$ cat src/rtl/mix_columns_seq.sv
// AES MixColumns / InvMixColumns over a 128-bit state, one column per cycle on a single shared column datapath.
// Latency: accept on edge E0, out_valid high after edge E4; DONE->IDLE takes one more edge, so at best one state every 6 cycles.
// Backpressure: in_ready only in IDLE; state_out is held in DONE until out_ready, with no overlap between states.
//
// Ports:
//   clk, rst             rising-edge clock, synchronous active-high reset
//   in_valid/in_ready    input handshake; inv selects 0=MixColumns, 1=InvMixColumns
//   state_in[127:0]      column c = [127-32c -: 32], byte r of column = [31-8r -: 8]
//   out_valid/out_ready  output handshake; state_out uses the same packing
//   busy                 high while a state is in flight (CALC or DONE)
module mix_columns_seq (
    input  logic         clk,
    input  logic         rst,
    input  logic         in_valid,
    output logic         in_ready,
    input  logic         inv,
    input  logic [127:0] state_in,
    output logic         out_valid,
    input  logic         out_ready,
    output logic [127:0] state_out,
    output logic         busy
);

    typedef enum logic [1:0] {
        S_IDLE = 2'd0,
        S_CALC = 2'd1,
        S_DONE = 2'd2
    } state_t;

    state_t        r_state;
    state_t        w_next;
    logic [1:0]    r_col_cnt;
    logic          r_mode;
    logic [127:0]  r_work;

    logic [31:0]   w_col;
    logic [31:0]   w_col_out;
    logic [7:0]    w_a  [4];
    logic [7:0]    w_m2 [4];
    logic [7:0]    w_m3 [4];
    logic [7:0]    w_m9 [4];
    logic [7:0]    w_mb [4];
    logic [7:0]    w_md [4];
    logic [7:0]    w_me [4];

    // Multiply-by-constant LUTs in GF(2^8), reduction polynomial 0x11B.
    function automatic logic [7:0] gf_x2(input logic [7:0] v);
        return {v[6:0], 1'b0} ^ (v[7] ? 8'h1b : 8'h00);
    endfunction
    function automatic logic [7:0] gf_x3(input logic [7:0] v);
        return gf_x2(v) ^ v;
    endfunction
    function automatic logic [7:0] gf_x9(input logic [7:0] v);
        return gf_x2(gf_x2(gf_x2(v))) ^ v;
    endfunction
    function automatic logic [7:0] gf_xb(input logic [7:0] v);
        return gf_x2(gf_x2(gf_x2(v))) ^ gf_x2(v) ^ v;
    endfunction
    function automatic logic [7:0] gf_xd(input logic [7:0] v);
        return gf_x2(gf_x2(gf_x2(v))) ^ gf_x2(gf_x2(v)) ^ v;
    endfunction
    function automatic logic [7:0] gf_xe(input logic [7:0] v);
        return gf_x2(gf_x2(gf_x2(v))) ^ gf_x2(gf_x2(v)) ^ gf_x2(v);
    endfunction

    // ---------------- FSM: state register ----------------
    always_ff @(posedge clk) begin
        if (rst) r_state <= S_IDLE;
        else     r_state <= w_next;
    end

    // ---------------- FSM: next state ----------------
    always_comb begin
        w_next = r_state;
        case (r_state)
            S_IDLE:  if (in_valid)           w_next = S_CALC;
            S_CALC:  if (r_col_cnt == 2'd3)  w_next = S_DONE;
            S_DONE:  if (out_ready)          w_next = S_IDLE;
            default:                         w_next = S_IDLE;
        endcase
    end

    // ---------------- FSM: outputs ----------------
    always_comb begin
        in_ready  = (r_state == S_IDLE);
        out_valid = (r_state == S_DONE);
        busy      = (r_state == S_CALC) || (r_state == S_DONE);
        state_out = r_work;
    end

    // ---------------- Shared column datapath ----------------
    always_comb begin
        case (r_col_cnt)
            2'd0:    w_col = r_work[127:96];
            2'd1:    w_col = r_work[95:64];
            2'd2:    w_col = r_work[63:32];
            default: w_col = r_work[31:0];
        endcase
    end

    always_comb begin
        for (int r = 0; r < 4; r++) begin
            w_a[r]  = w_col[31-8*r -: 8];
            w_m2[r] = gf_x2(w_a[r]);
            w_m3[r] = gf_x3(w_a[r]);
            w_m9[r] = gf_x9(w_a[r]);
            w_mb[r] = gf_xb(w_a[r]);
            w_md[r] = gf_xd(w_a[r]);
            w_me[r] = gf_xe(w_a[r]);
        end
        if (r_mode) begin
            // Inverse rows: (0e 0b 0d 09) rotated right by the output row index.
            w_col_out = {w_me[0] ^ w_mb[1] ^ w_md[2] ^ w_m9[3],
                         w_m9[0] ^ w_me[1] ^ w_mb[2] ^ w_md[3],
                         w_md[0] ^ w_m9[1] ^ w_me[2] ^ w_mb[3],
                         w_mb[0] ^ w_md[1] ^ w_m9[2] ^ w_me[3]};
        end else begin
            w_col_out = {w_m2[0] ^ w_m3[1] ^ w_a[2]  ^ w_a[3],
                         w_a[0]  ^ w_m2[1] ^ w_m3[2] ^ w_a[3],
                         w_a[0]  ^ w_a[1]  ^ w_m2[2] ^ w_m3[3],
                         w_m3[0] ^ w_a[1]  ^ w_a[2]  ^ w_m2[3]};
        end
    end

    // ---------------- Working register, mode, column counter ----------------
    always_ff @(posedge clk) begin
        if (rst) begin
            r_work    <= '0;
            r_mode    <= 1'b0;
            r_col_cnt <= 2'd0;
        end else begin
            case (r_state)
                S_IDLE: begin
                    if (in_valid) begin
                        r_work    <= state_in;
                        r_mode    <= inv;
                        r_col_cnt <= 2'd0;
                    end
                end
                S_CALC: begin
                    case (r_col_cnt)
                        2'd0:    r_work[127:96] <= w_col_out;
                        2'd1:    r_work[95:64]  <= w_col_out;
                        2'd2:    r_work[63:32]  <= w_col_out;
                        default: r_work[31:0]   <= w_col_out;
                    endcase
                    // Wraps 3->0 exactly on the CALC->DONE edge.
                    r_col_cnt <= r_col_cnt + 2'd1;
                end
                default: ;
            endcase
        end
    end

endmodule

$ cat config.mk
export PLATFORM = sky130hd
export DESIGN_NAME = mix_columns_seq
export DESIGN_NICKNAME = d
export VERILOG_FILES = /design/src/rtl/mix_columns_seq.sv
export SDC_FILE = /design/constraint.sdc
export NUM_CORES = 1
export LEC_CHECK = 0
export ABC_AREA = 1
export CAP_MARGIN = 25
export CORE_MARGIN = 3
export CORE_UTILIZATION = 30
export DETAILED_ROUTE_END_ITERATION = 7
export PLACE_DENSITY = 0.59
export REMOVE_ABC_BUFFERS = 1
export SLEW_MARGIN = 25
export SYNTH_ARGS = -nofsm -noshare
export SYNTH_HDL_FRONTEND = slang
export SYNTH_SLANG_ARGS = --single-unit
$ cat constraint.sdc
create_clock -name clk -period 3.1 [get_ports clk]
set_clock_uncertainty 0.2 [all_clocks]
set_input_delay 0.31 -clock clk [delete_from_list [all_inputs] [get_ports clk]]
set_output_delay 0.31 -clock clk [all_outputs]
set_load 0.01 [all_outputs]
* Yosys cells after proc, flatten, opt, wreduce, memory -nomap -nowiden *
Cells that the tools add are included.

storage, ports and cells
  output and inout port bits = 131
  bits in registers = 133
  word-level logic and storage cells = 122
  bits of input ports = 133

cells by class
  equal/unequal tests = 12
  bitwise operators = 64
  reductions and logical operators = 12
  add/subtract/negate cells = 1
  multiplexer cells = 26

operators by type and width
  kind                                                 count
  XOR 8 bit                                            53
  case mux 128 bit (2 select lines)                    1
  two-way mux 32 bit                                   5
  two-way mux 128 bit                                  1
  case mux 32 bit (3 select lines)                     1
  XOR 8 x 5 -> 8 bit                                   11
  two-way mux 5 bit                                    12
  AND reduction 3 bit                                  5
  two-way mux 2 bit                                    4
  != test 2 x 1 -> 1 bit, second input constant        4
  equality test 2 bit, second input constant           3
  != test 2 bit, second input constant                 3
  case mux 2 bit (3 select lines)                      1
  equality test 2 x 1 -> 1 bit, second input constant  2
  zero test 2 bit                                      2
  case mux 2 bit (2 select lines)                      1
  AND reduction 2 bit                                  2
  OR reduction 3 bit                                   1
  adder 2 x 1 -> 2 bit, second input constant          1
  nonzero test 2 bit                                   1
  logical OR 1 bit                                     1

* Depth between registers and ports, before layout *
Gate-level depths: netlist of the first run.

  word-level depth = 16
  gate-level depth with buffers = 24
  depth with buffers taken out = 22

* Worst setup path after synthesis of the first run *
OpenSTA, ideal clock, no wires.

  path type = register to register
  from = reg r_col_cnt[0]
  to = reg r_work[123], in the netlist state_out[123]
  setup time = 0.070 ns
  data arrival time = 2.494 ns
  data required time = 2.830 ns
  cell stages (with the launch flop) = 20
  clock period less this slack = 2.764 ns
  path buffers = 2
  path slack = 0.336 ns
  path through = dfxtp_1 -> inv_1 -> ha_1 -> buf_4 -> buf_6 -> a21oi_1 -> nand2_1 -> o21ai_2 -> nand2_1 -> nand2_1 -> nand3_1 -> nand2_1 -> nand3_1 -> nand2_1 -> nand2_1 -> nand3_1 -> nand3_1 -> nand2_1 -> nand2_1 -> a21oi_1

between the ends
  cells in the longest elaborated chain, start to end = 14
  elaborated cells on any way between the ends = 45
  those cells by class = 3 x eq/ne; 14 x mux; 26 x bitwise; 2 x reduce/logical

RTL lines
  what                                                     RTL line  text
  from (decl)                                              32        logic [1:0] r_col_cnt;
  from (signal assigned)                                   148       r_col_cnt <= r_col_cnt + 2'd1;
  equality test 2 bit (tied with other cells)              93        case (r_col_cnt)
  case mux 32 bit (3 select lines)                         93
  two-way mux 5 bit or XOR 8 x 5 -> 8 bit (tied branches)  48        return {v[6:0], 1'b0} ^ (v[7] ? 8'h1b : 8'h00);
  XOR 8 x 5 -> 8 bit                                       48
  XOR 8 x 5 -> 8 bit or two-way mux 5 bit (tied branches)  48
  XOR 8 x 5 -> 8 bit                                       48
  XOR 8 bit, on equally long branches (2 in a row)         63, 57
  XOR 8 bit (3 in a row)                                   113       w_col_out = {w_me[0] ^ w_mb[1] ^ w_md[2] ^ w_m9[3],
  two-way mux 32 bit                                       111       if (r_mode) begin
  two-way mux 32 bit                                       141       case (r_col_cnt)
  case mux 128 bit (2 select lines)                        132       case (r_state)
  to (signal assigned)                                     135       r_work <= state_in;
  to (signal assigned)                                     142       2'd0: r_work[127:96] <= w_col_out;
  to (decl)                                                34        logic [127:0] r_work;

Several ways; a longest one is shown, not always the timed one. The select of a mux whose other input is x is not followed.
A chain may end at the register's enable or synchronous reset.

* Worst setup path after layout of the first run *
  from = reg r_col_cnt[1]
  to = reg r_work[61], in the netlist state_out[61]

between the ends
  cells in the longest elaborated chain, start to end = 14
  elaborated cells on any way between the ends = 43
  those cells by class = 3 x eq/ne; 12 x mux; 26 x bitwise; 2 x reduce/logical

RTL lines
  what                                                     RTL line  text
  equality test 2 bit (tied with other cells)              93, 141
  case mux 32 bit (3 select lines)                         93
  two-way mux 5 bit or XOR 8 x 5 -> 8 bit (tied branches)  48
  XOR 8 x 5 -> 8 bit or two-way mux 5 bit (tied branches)  48
  XOR 8 x 5 -> 8 bit (2 in a row)                          48
  XOR 8 bit, on equally long branches (2 in a row)         63, 57
  XOR 8 bit (3 in a row)                                   113
  two-way mux 32 bit                                       111
  two-way mux 32 bit                                       141
  case mux 128 bit (2 select lines)                        132
  to (signal assigned)                                     135
  to (signal assigned)                                     144       2'd2: r_work[63:32] <= w_col_out;

Several ways; a longest one is shown, not always the timed one. The select of a mux whose other input is x is not followed.

==> metrics.csv, run 1 <==
metric,value,unit
crit_type,reg2reg,
layout_min_cycle_time,3.10,ns
cp_cell_sequence,"inv_2, buf_4, ha_4, buf_12, nand2_1, nand2_2, o21ai_4, buf_6, nand2_1, nand2_2, nand2_2, nand3_2, nand3_1, nand3b_1, nand2_1, nand2_1, nand3_1, nand2_2, nand2_4, a21oi_1",
drive_above_1_share,31.5,%
dominant_combinational_cell_family_by_area_after_synthesis,simple AND/OR/NAND/NOR gates,
detailroute.via_count,14842,
synthFlopType,dfxtp_1,
worst_path_required,3.28,ns
wirelength_per_cell,19.6,um
worst-r2r-setup-slack,0.0005,ns
asyncSetResetFlopFracSynth,0,%
min_path_cells,2,
layout.filler_cells,3731,
mappedNetlistArea,11700,um2
utilization,51.0,%
timing_max_transition_violations_final,0,
flop_and_latch_count_out_of_synthesis,133,
clock-root-buffer,clkbuf_16,
synth.top_cell.area_share,22.7,%
synth-compound-area-share,21.1,%
final_instance_count_excl_fillers,2957,
ys_warn_count,0,
mostFrequentLayoutCell,nand2_1,
clk_pin_slew,0.06,ns
synth-edff-count,0,
crit_path_max_fanout,7,
run_status,finished clean,
detailroute.wirelength.met2,26600,um
cts_sinks,133,
yosysUniqueCellTypes,43,
track_usage,26.9,%
pin_count_of_the_biggest_net_entering_global_routing,77,
synth_mux_area_share,0,%
area_growth_syn_to_layout,65.5,%
regToRegEndpoint,state_out[61],
mostFrequentLayoutCells,"539 x nand2_1, 263 x clkdlybuf4s50_1, 253 x buf_4",
route.layer.met1.wl,27300,um
die_h,204,um
hold_violations,0,
synth.avg_cell_area,6.09,um2
place_inst,2886,
sequential_to_total_area_share_from_yosys_stat,22.7,%
top_cell_type_by_total_area_after_synthesis,dfxtp_1,
routed_wirelength,58100,um
slowest_delay,0.34,ns
post_synth_xor_area_fraction,13.8,%
nets,2577,
drt_first_pass_iters,5,
grt_antenna_before_repair,0,
timing.critical_path.depth,20,
route.met3.wl,3250,um
drt.antenna.violating_nets,0,
timing.fmax,323,MHz
dr.first_iter.drc_count,1185,
crit_slowest_cell,dfxtp_2,
crit-reg2reg-launch,r_col_cnt[1],
synth_simple_gate_area_share,34.8,%
critical_path.startpoint_type,register,
max_cap_viols,0,
globalRouteOverflowTotal,0,
critPathArrivalTime,3.28,ns
drc,0,
depth_of_the_cts_h_tree,4,
floorplan.die.width,204,um
start_util,30.8,%
via_count_of_the_first_global_routing_pass,14084,
detail_route.vias_per_cell,5.02,
whs_endpoint,r_mode,
cts_tree,built,
synth.area.top_cells,"dfxtp_1 23%, nand2_1 23%, a21oi_1 12%, xor2_1 8.5%, o21ai_0 6.2%",
io_buffer_count,263,
hold_path.class,reg2reg,
worst_slew_pin_slew,0.866,ns
timing.max_slew.rel_slack,42.3,%
gp_congestion,0.991,
rsz0062_at_grt,yes,
setup_violations,0,
synthAdderAreaFrac,0.852,%
cts_inserted_buffers,17,
number_of_buffer_and_inverter_stages_on_the_critical_path,4,
top_layer_used,met4,
clk_latency,0.46,ns
final_hpwl_from_detailed_placement,43700,um
crit_family,simple AND/OR/NAND/NOR gates,
critPathCaptureType,register,
floorplan.die_area,41600,um2
syn_inst,1929,
io-pin-count,264,
core_region,38100,um2
min-delay-start,r_mode,
worst_r2r_path_depth,20,
fin_crit_sh,100,%
grt_pass1_wl,85600,um
diodes,0,
clk_path_buf_depth,2,
rows,71,
-- flip-flops by register name, summed over array words and instances (netlist names) --
| signal | flops |
|---|---|
| r_mode | 1 |
| r_col_cnt | 2 |
| state_out | 128 |
| r_state | 2 |
-- Yosys cell counts (2+ instances only) --
| master | n |
|---|---|
| nor2_1 | 64 |
| o22ai_4 | 3 |
| and2_1 | 2 |
| a21oi_1 | 271 |
| a21oi_2 | 5 |
| buf_6 | 6 |
| xor2_2 | 10 |
| o21bai_1 | 7 |
| o21ai_0 | 146 |
| xnor2_2 | 3 |
| nand4_1 | 4 |
| o21ai_2 | 4 |
| a21oi_4 | 2 |
| o21ai_1 | 11 |
| inv_1 | 80 |
| nor2_2 | 15 |
| nand3_1 | 112 |
| dfxtp_1 | 133 |
| clkbuf_1 | 59 |
| nand2_2 | 26 |
| nand2_1 | 707 |
| buf_4 | 10 |
| nand2_4 | 2 |
| inv_2 | 17 |
| o21bai_2 | 5 |
| or2_1 | 5 |
| buf_2 | 9 |
| a21o_1 | 2 |
| o22ai_1 | 2 |
| clkinv_1 | 2 |
| or2_2 | 10 |
| nor2_4 | 12 |
| xor2_1 | 114 |
| xnor2_1 | 47 |
| nand3b_1 | 7 |
| ha_1 | 8 |
-- area by class of cell --
class                      instances  area, um2  area share, %
sequential                       133       2670           13.7
clock buffer                      24        482           2.48
timing repair buffer             573       5430           27.9
multi-input combinational       1611       9760           50.2
tap                              511        639           3.29
clock inverter                     5       75.1          0.386
inverter                         100        395           2.03
-- worst register-to-register path, delay by kind of cell, from the launching register on --
| kind | cells | cell delay [ns] |
|---|---|---|
| AND/OR/NAND/NOR | 13 | 1.31 |
| buffers and inverters | 4 | 0.52 |
| AO/OA/AOI/OAI | 2 | 0.47 |
| flip-flops | 1 | 0.34 |
| adder cells (fa/ha/maj) | 1 | 0.18 |
-- timing repair --
item / CTS / global route
gates cloned: 1 / 0
endpoints found under the setup margin: 128 / 128
pin swaps: 32 / 111
resized for setup: 104 / 307
buffers inserted: 14 / 29
hold buffers: 0 / 0
-- routing by layer --
metal / GRT usage [%] / up-vias
met3: 3.92 / 62
li1: - / 7259
met1: 38.3 / 7016
met2: 43.0 / 505
met5: 0 / -
met4: 6.56 / 0
-- how the worst max path moves through the flow --
stage	startpoint	endpoint	slack, ns
2_1_floorplan	r_state[1]	state_out[26]	-3.69
3_3_place_gp	r_col_cnt[0]	state_out[34]	-0.22
3_5_place_dp	r_col_cnt[0]	state_out[66]	-0.28
4_1_cts	r_col_cnt[1]	state_out[45]	0.003
5_1_grt	r_col_cnt[1]	state_out[83]	-0.13
6_report	r_col_cnt[1]	state_out[61]	0.0005
-- through the flow --
stage / area, um2 / setup WS, ns / hold WS [ns] / setup TNS, ns
after floorplan: 11300 / -3.69 / 0.179 / -446.19
after global placement: 17000 / -0.219 / 0.248 / -9.46
after detailed placement: 17000 / -0.277 / 0.253 / -15.61
after CTS: 18100 / 0.00250 / 0.261 / 0
after global routing: 19400 / -0.127 / 0.286 / -6.26
final: 19400 / 0.000531 / 0.259 / 0
-- cells by family (layout without fill, tap and decap cells) --
logic type | Yosys count | in the layout
xor+xnor | 174 | 174
fa+ha+maj | 8 | 8
buf+inv | 185 | 702
flops | 133 | 133
compound gates | 460 | 460
simple gates | 969 | 969
Power of run 1 is left out: the tool's default activity adds up to more than one toggle a clock period on the data nets, which glitch-free logic cannot reach.
==> run 2, diff against run 1 <==
PLACE_DENSITY = 0.61   (was 0.59)
clock period = 2.75 ns   (was 3.1 ns; I/O delays follow)
==> metrics.csv, run 2 (synthesis results as in run 1) <==
metric,value,unit,change
number_of_buffer_and_inverter_stages_on_the_critical_path,4,,unchanged
clock-root-buffer,clkbuf_16,,unchanged
hold_violations,0,,unchanged
layout_setup_ws,-0.278,ns,was 0.000531 ns
wirelength_per_cell,19.5,um,was 19.6 um
min-delay-start,state_in[52],,was r_mode
grt_pass1_wl,87400,um,"was 85,600 um"
layout.filler_cells,3721,,"was 3,731"
drc,0,,unchanged
drive_above_1_share,33.1,%,was 31.5%
dr.first_iter.drc_count,1014,,"was 1,185"
fin_crit_sh,110,%,was 100%
crit_start,r_col_cnt[0],,was r_col_cnt[1]
cts_sinks,133,,unchanged
floorplan.die.width,204,um,unchanged
run_status,"finished, violations left",,was finished clean
layout_min_cycle_time,3.03,ns,was 3.10 ns
floorplan.die_area,41600,um2,unchanged
routed_wirelength,58400,um,"was 58,100 um"
detail_route.vias_per_cell,5.02,,about the same
mostFrequentLayoutCells,"556 x nand2_1, 266 x buf_4, 263 x clkdlybuf4s50_1",,"was 539 x nand2_1, 263 x clkdlybuf4s50_1, 253 x buf_4"
crit_family,XOR/XNOR gates,,was simple AND/OR/NAND/NOR gates
io_buffer_count,263,,unchanged
flip_flop_count_of_the_largest_register_after_layout,128,,unchanged
critPathCaptureType,register,,unchanged
timing.fmax,330,MHz,was 323 MHz
mostFrequentLayoutCell,nand2_1,,unchanged
clk_path_buf_depth,2,,unchanged
crit_slowest_cell,xor2_1,,was dfxtp_2
start_util,30.8,%,unchanged
crit-reg2reg-launch,r_col_cnt[0],,was r_col_cnt[1]
rsz0062_at_grt,yes,,unchanged
cp_cell_sequence,"ha_4, inv_8, buf_12, buf_4, nand2_1, o22ai_4, buf_4, xnor2_1, xor2_1, xor2_1, nand2_1, nand2_1, nand2_2, a21oi_2",,"was inv_2, buf_4, ha_4, buf_12, nand2_1, nand2_2, o21ai_4, buf_6, nand2_1, nand2_2, nand2_2, nand3_2, nand3_1, nand3b_1, nand2_1, nand2_1, nand3_1, nand2_2, nand2_4, a21oi_1"
io-pin-count,264,,unchanged
max_cap_viols,0,,unchanged
use_met1,38.4,%,was 38.3%
critical_path.startpoint_type,register,,unchanged
via_count_of_the_first_global_routing_pass,14781,,"was 14,084"
final_hpwl_from_detailed_placement,43600,um,"was 43,700 um"
slowest_delay,0.39,ns,was 0.34 ns
grt_most_used_layer,met2,,unchanged
track_usage,27.4,%,was 26.9%
gp_congestion,0.964,,was 0.991
setup_violations,128,,was 0
crit_path_max_fanout,10,,was 7
timing.critical_path.mode_cell,nand2_1,,
hold_path.class,in2reg,,was reg2reg
worst_slew_pin_slew,0.835,ns,was 0.866 ns
drt.antenna.violating_nets,0,,unchanged
drt_first_pass_iters,5,,unchanged
crit_type,reg2reg,,unchanged
critPathArrivalTime,3.21,ns,was 3.28 ns
nets,2613,,"was 2,577"
failed_checks,negative setup slack,,
worst_path_required,2.93,ns,was 3.28 ns
m3_gr_usage,4.08,%,was 3.92%
area_growth_syn_to_layout,71.3,%,was 65.5%
clk_pin_slew,0.06,ns,about the same
core_region,38100,um2,unchanged
grtUsageMet2,44.3,%,was 43.0%
detailroute.via_count,15030,,"was 14,842"
rows,71,,unchanged
pin_count_of_the_biggest_net_entering_global_routing,77,,unchanged
clk_latency,0.45,ns,was 0.46 ns
grt_antenna_before_repair,0,,unchanged
timing_max_transition_violations_final,0,,unchanged
die_h,204,um,unchanged
globalRouteOverflowTotal,0,,unchanged
depth_of_the_cts_h_tree,4,,unchanged
diodes,0,,unchanged
cts_tree,built,,unchanged
pre_cts_slack,-0.561,ns,was -0.277 ns
timing.max_slew.rel_slack,44.3,%,was 42.3%
cts_inserted_buffers,17,,unchanged
==> run 2: cell count changes in the layout (fill, tap and decap cells not counted), moves of 9 or more <==
cell     delta
nand3_2     -9
xor2_1     -14
nand2_1    +17
buf_6      +17
nand3_1     +9
buf_4      +13
nand2_2    -16
nor2_1     -13
xor2_2      +9
==> run 2: cell type report <==
| class | count | area, um2 | share of cell area, % |
|---|---|---|---|
| Timing Repair Buffer | 609 | 5850 | 29.1 |
| Tap cell | 511 | 639 | 3.18 |
| Multi-Input combinational cell | 1611 | 9980 | 49.6 |
| Sequential cell | 133 | 2670 | 13.3 |
| Clock inverter | 10 | 105 | 0.522 |
| Inverter | 100 | 403 | 2.00 |
| Clock buffer | 21 | 470 | 2.34 |
==> run 2: repair_timing <==
item | 4_1_cts | 5_1_grt
gates resized for setup | 313 | 150
cloned | 3 | 0
pin swaps | 104 | 56
buffers inserted | 39 | 14
hold buffers | 0 | 0
endpoints found under the setup margin | 128 | 128
==> run 2: per-layer routing <==
layer	routed length [um]	vias up
met4	1070	0
met1	27200	7095
met5	0	-
li1	-	7332
met2	27000	530
met3	3110	73
==> run 2: worst min-delay path: stages <==
cell and delay, ns:
clkdlybuf4s50_1 0.40, a21oi_1 0.13, a21oi_1 0.07
==> run 2: stage by stage <==
stage | hold slack, ns | utilization, % | instances | area [um2] | TNS [ns]
after floorplan | 0.144 | - | 1844 | 11300 | -492.39
after global placement | 0.286 | 45.0 | 2912 | 17100 | -46.51
after detailed placement | 0.310 | 45.0 | 2912 | 17100 | -50.79
after CTS | 0.250 | 50.9 | 2982 | 19400 | -20.44
after global routing | 0.291 | 52.8 | 2995 | 20100 | -43.23
final | 0.275 | 52.8 | 2995 | 20100 | -23.03
==> run 2: path summary, 6_finish.rpt <==
path / end / slack [ns] / cells after the start
max: state_out[82] / -0.28 / 14
max reg2reg: state_out[82] / -0.28 / 14
min reg2reg: r_mode / 0.31 / 2
min: state_out[52] / 0.27 / 3
Power of run 2 is left out for the same reason.
==> run 3, diff against run 2 <==
SETUP_SLACK_MARGIN = 0.4   (was default)
==> metrics.csv, run 3 (synthesis results as in run 1) <==
metric,value,unit,change
globalRouteOverflowTotal,0,,unchanged
timing.max_slew.rel_slack,44.6,%,was 44.3%
grt_pass1_wl,87500,um,"was 87,400 um"
crit_path_max_fanout,8,,was 10
clk_pin_slew,0.06,ns,about the same
depth_of_the_cts_h_tree,4,,unchanged
drive_above_1_share,34.2,%,was 33.1%
worst_hold_slack,0.271,ns,was 0.275 ns
via_count_of_the_first_global_routing_pass,14749,,"was 14,781"
flip_flop_count_of_the_largest_register_after_layout,128,,unchanged
diodes,0,,unchanged
io_buffer_count,263,,unchanged
rows,71,,unchanged
final_instance_count_excl_fillers,3007,,"was 2,995"
start_util,30.8,%,unchanged
layout_min_cycle_time,3.03,ns,about the same
detail_route.vias_per_cell,5.03,,was 5.02
routed_wirelength,58700,um,"was 58,400 um"
drc,0,,unchanged
hold_path.class,in2reg,,unchanged
failed_checks,negative setup slack,,unchanged
cts_tree,built,,unchanged
hold_violations,0,,unchanged
pre_cts_slack,-0.561,ns,unchanged
final_hpwl_from_detailed_placement,43600,um,unchanged
drt_first_pass_iters,5,,unchanged
critical_path.startpoint_type,register,,unchanged
die_h,204,um,unchanged
critPathArrivalTime,3.20,ns,was 3.21 ns
grt_antenna_before_repair,0,,unchanged
io-pin-count,264,,unchanged
floorplan.die_area,41600,um2,unchanged
clock-root-buffer,clkbuf_16,,unchanged
core_region,38100,um2,unchanged
pin_count_of_the_biggest_net_entering_global_routing,77,,unchanged
wirelength_per_cell,19.5,um,about the same
max_cap_viols,0,,unchanged
timing.fmax,330,MHz,about the same
place_inst,2912,,unchanged
cts_inserted_buffers,17,,unchanged
floorplan.die.width,204,um,unchanged
clk_latency,0.45,ns,about the same
worst_path_required,2.92,ns,was 2.93 ns
track_usage,27.5,%,was 27.4%
run_status,"finished, violations left",,unchanged
gp_congestion,0.964,,unchanged
fin_crit_sh,110,%,about the same
mostFrequentLayoutCell,nand2_1,,unchanged
utilization,53.4,%,was 52.8%
dr.first_iter.drc_count,916,,"was 1,014"
worst-r2r-setup-slack,-0.28,ns,about the same
area_growth_syn_to_layout,73.1,%,was 71.3%
nets,2625,,"was 2,613"
setup_violations,128,,unchanged
layout_setup_ws,-0.278,ns,about the same
worst_slew_pin_slew,0.831,ns,was 0.835 ns
critPathCaptureType,register,,unchanged
clk_path_buf_depth,2,,unchanged
timing_max_transition_violations_final,0,,unchanged
cts_sinks,133,,unchanged
rsz0062_at_grt,yes,,unchanged
mostFrequentLayoutCells,"536 x nand2_1, 274 x buf_4, 263 x clkdlybuf4s50_1",,"was 556 x nand2_1, 266 x buf_4, 263 x clkdlybuf4s50_1"
drt.antenna.violating_nets,0,,unchanged
detailroute.via_count,15122,,"was 15,030"
crit_type,reg2reg,,unchanged
## run 3: layer usage
layer,track usage (%),part of all wire [%],up-vias
met5,0,0,-
met4,7.15,2.2,0
met3,3.89,5.9,83
met2,44.3,46,553
met1,38.8,46,7135
li1,-,-,7351
## run 3: path summary, 6_finish.rpt
path | endpoint | cells after the start | startpoint
setup / recovery | state_out[118] | 19 | r_col_cnt[1]
hold / removal | state_out[52] | 3 | state_in[52]
setup reg to reg | state_out[118] | 19 | r_col_cnt[1]
hold reg to reg | r_mode | 2 | r_mode
## run 3: repair_timing
item                                    4_1_cts  5_1_grt
gates resized for setup                     332      167
endpoints found under the setup margin      128      128
pin swaps                                   109       76
hold buffers                                  0        0
buffers inserted                             38       23
cloned                                        3        0
## run 3: layout make-up
class                   count  area [um2]
fillers                  3678       17800
multi-input cells        1611       10100
repair buffers            621        5980
flip-flops and latches    133        2670
well taps                 511         639
clock buffers              21         470
inverters                 100         403
clock inverters            10         105
## run 3: per-stage QoR
stage | setup TNS (ns) | area, um2
CTS | -19.42 | 19500
floorplan | -492.39 | 11300
detailed placement | -50.79 | 17100
finish | -22.69 | 20300
global route | -42.90 | 20300
global placement | -46.51 | 17100
## run 3: critical path: stages, from the launching register on
cell and delay (ns):
dfxtp_4 0.38, buf_6 0.11, ha_4 0.18, buf_12 0.18
buf_6 0.13, nand2_1 0.06, nand2_2 0.12, nor2_4 0.06
nor2_4 0.18, nand2_2 0.10, nand2_4 0.14, buf_12 0.14
xnor2_2 0.11, xor2_1 0.24, inv_1 0.09, nand3_1 0.08
nand3_1 0.09, nand2_1 0.08, nand2_2 0.09, a21oi_1 0.19
Power of run 3 is left out for the same reason.
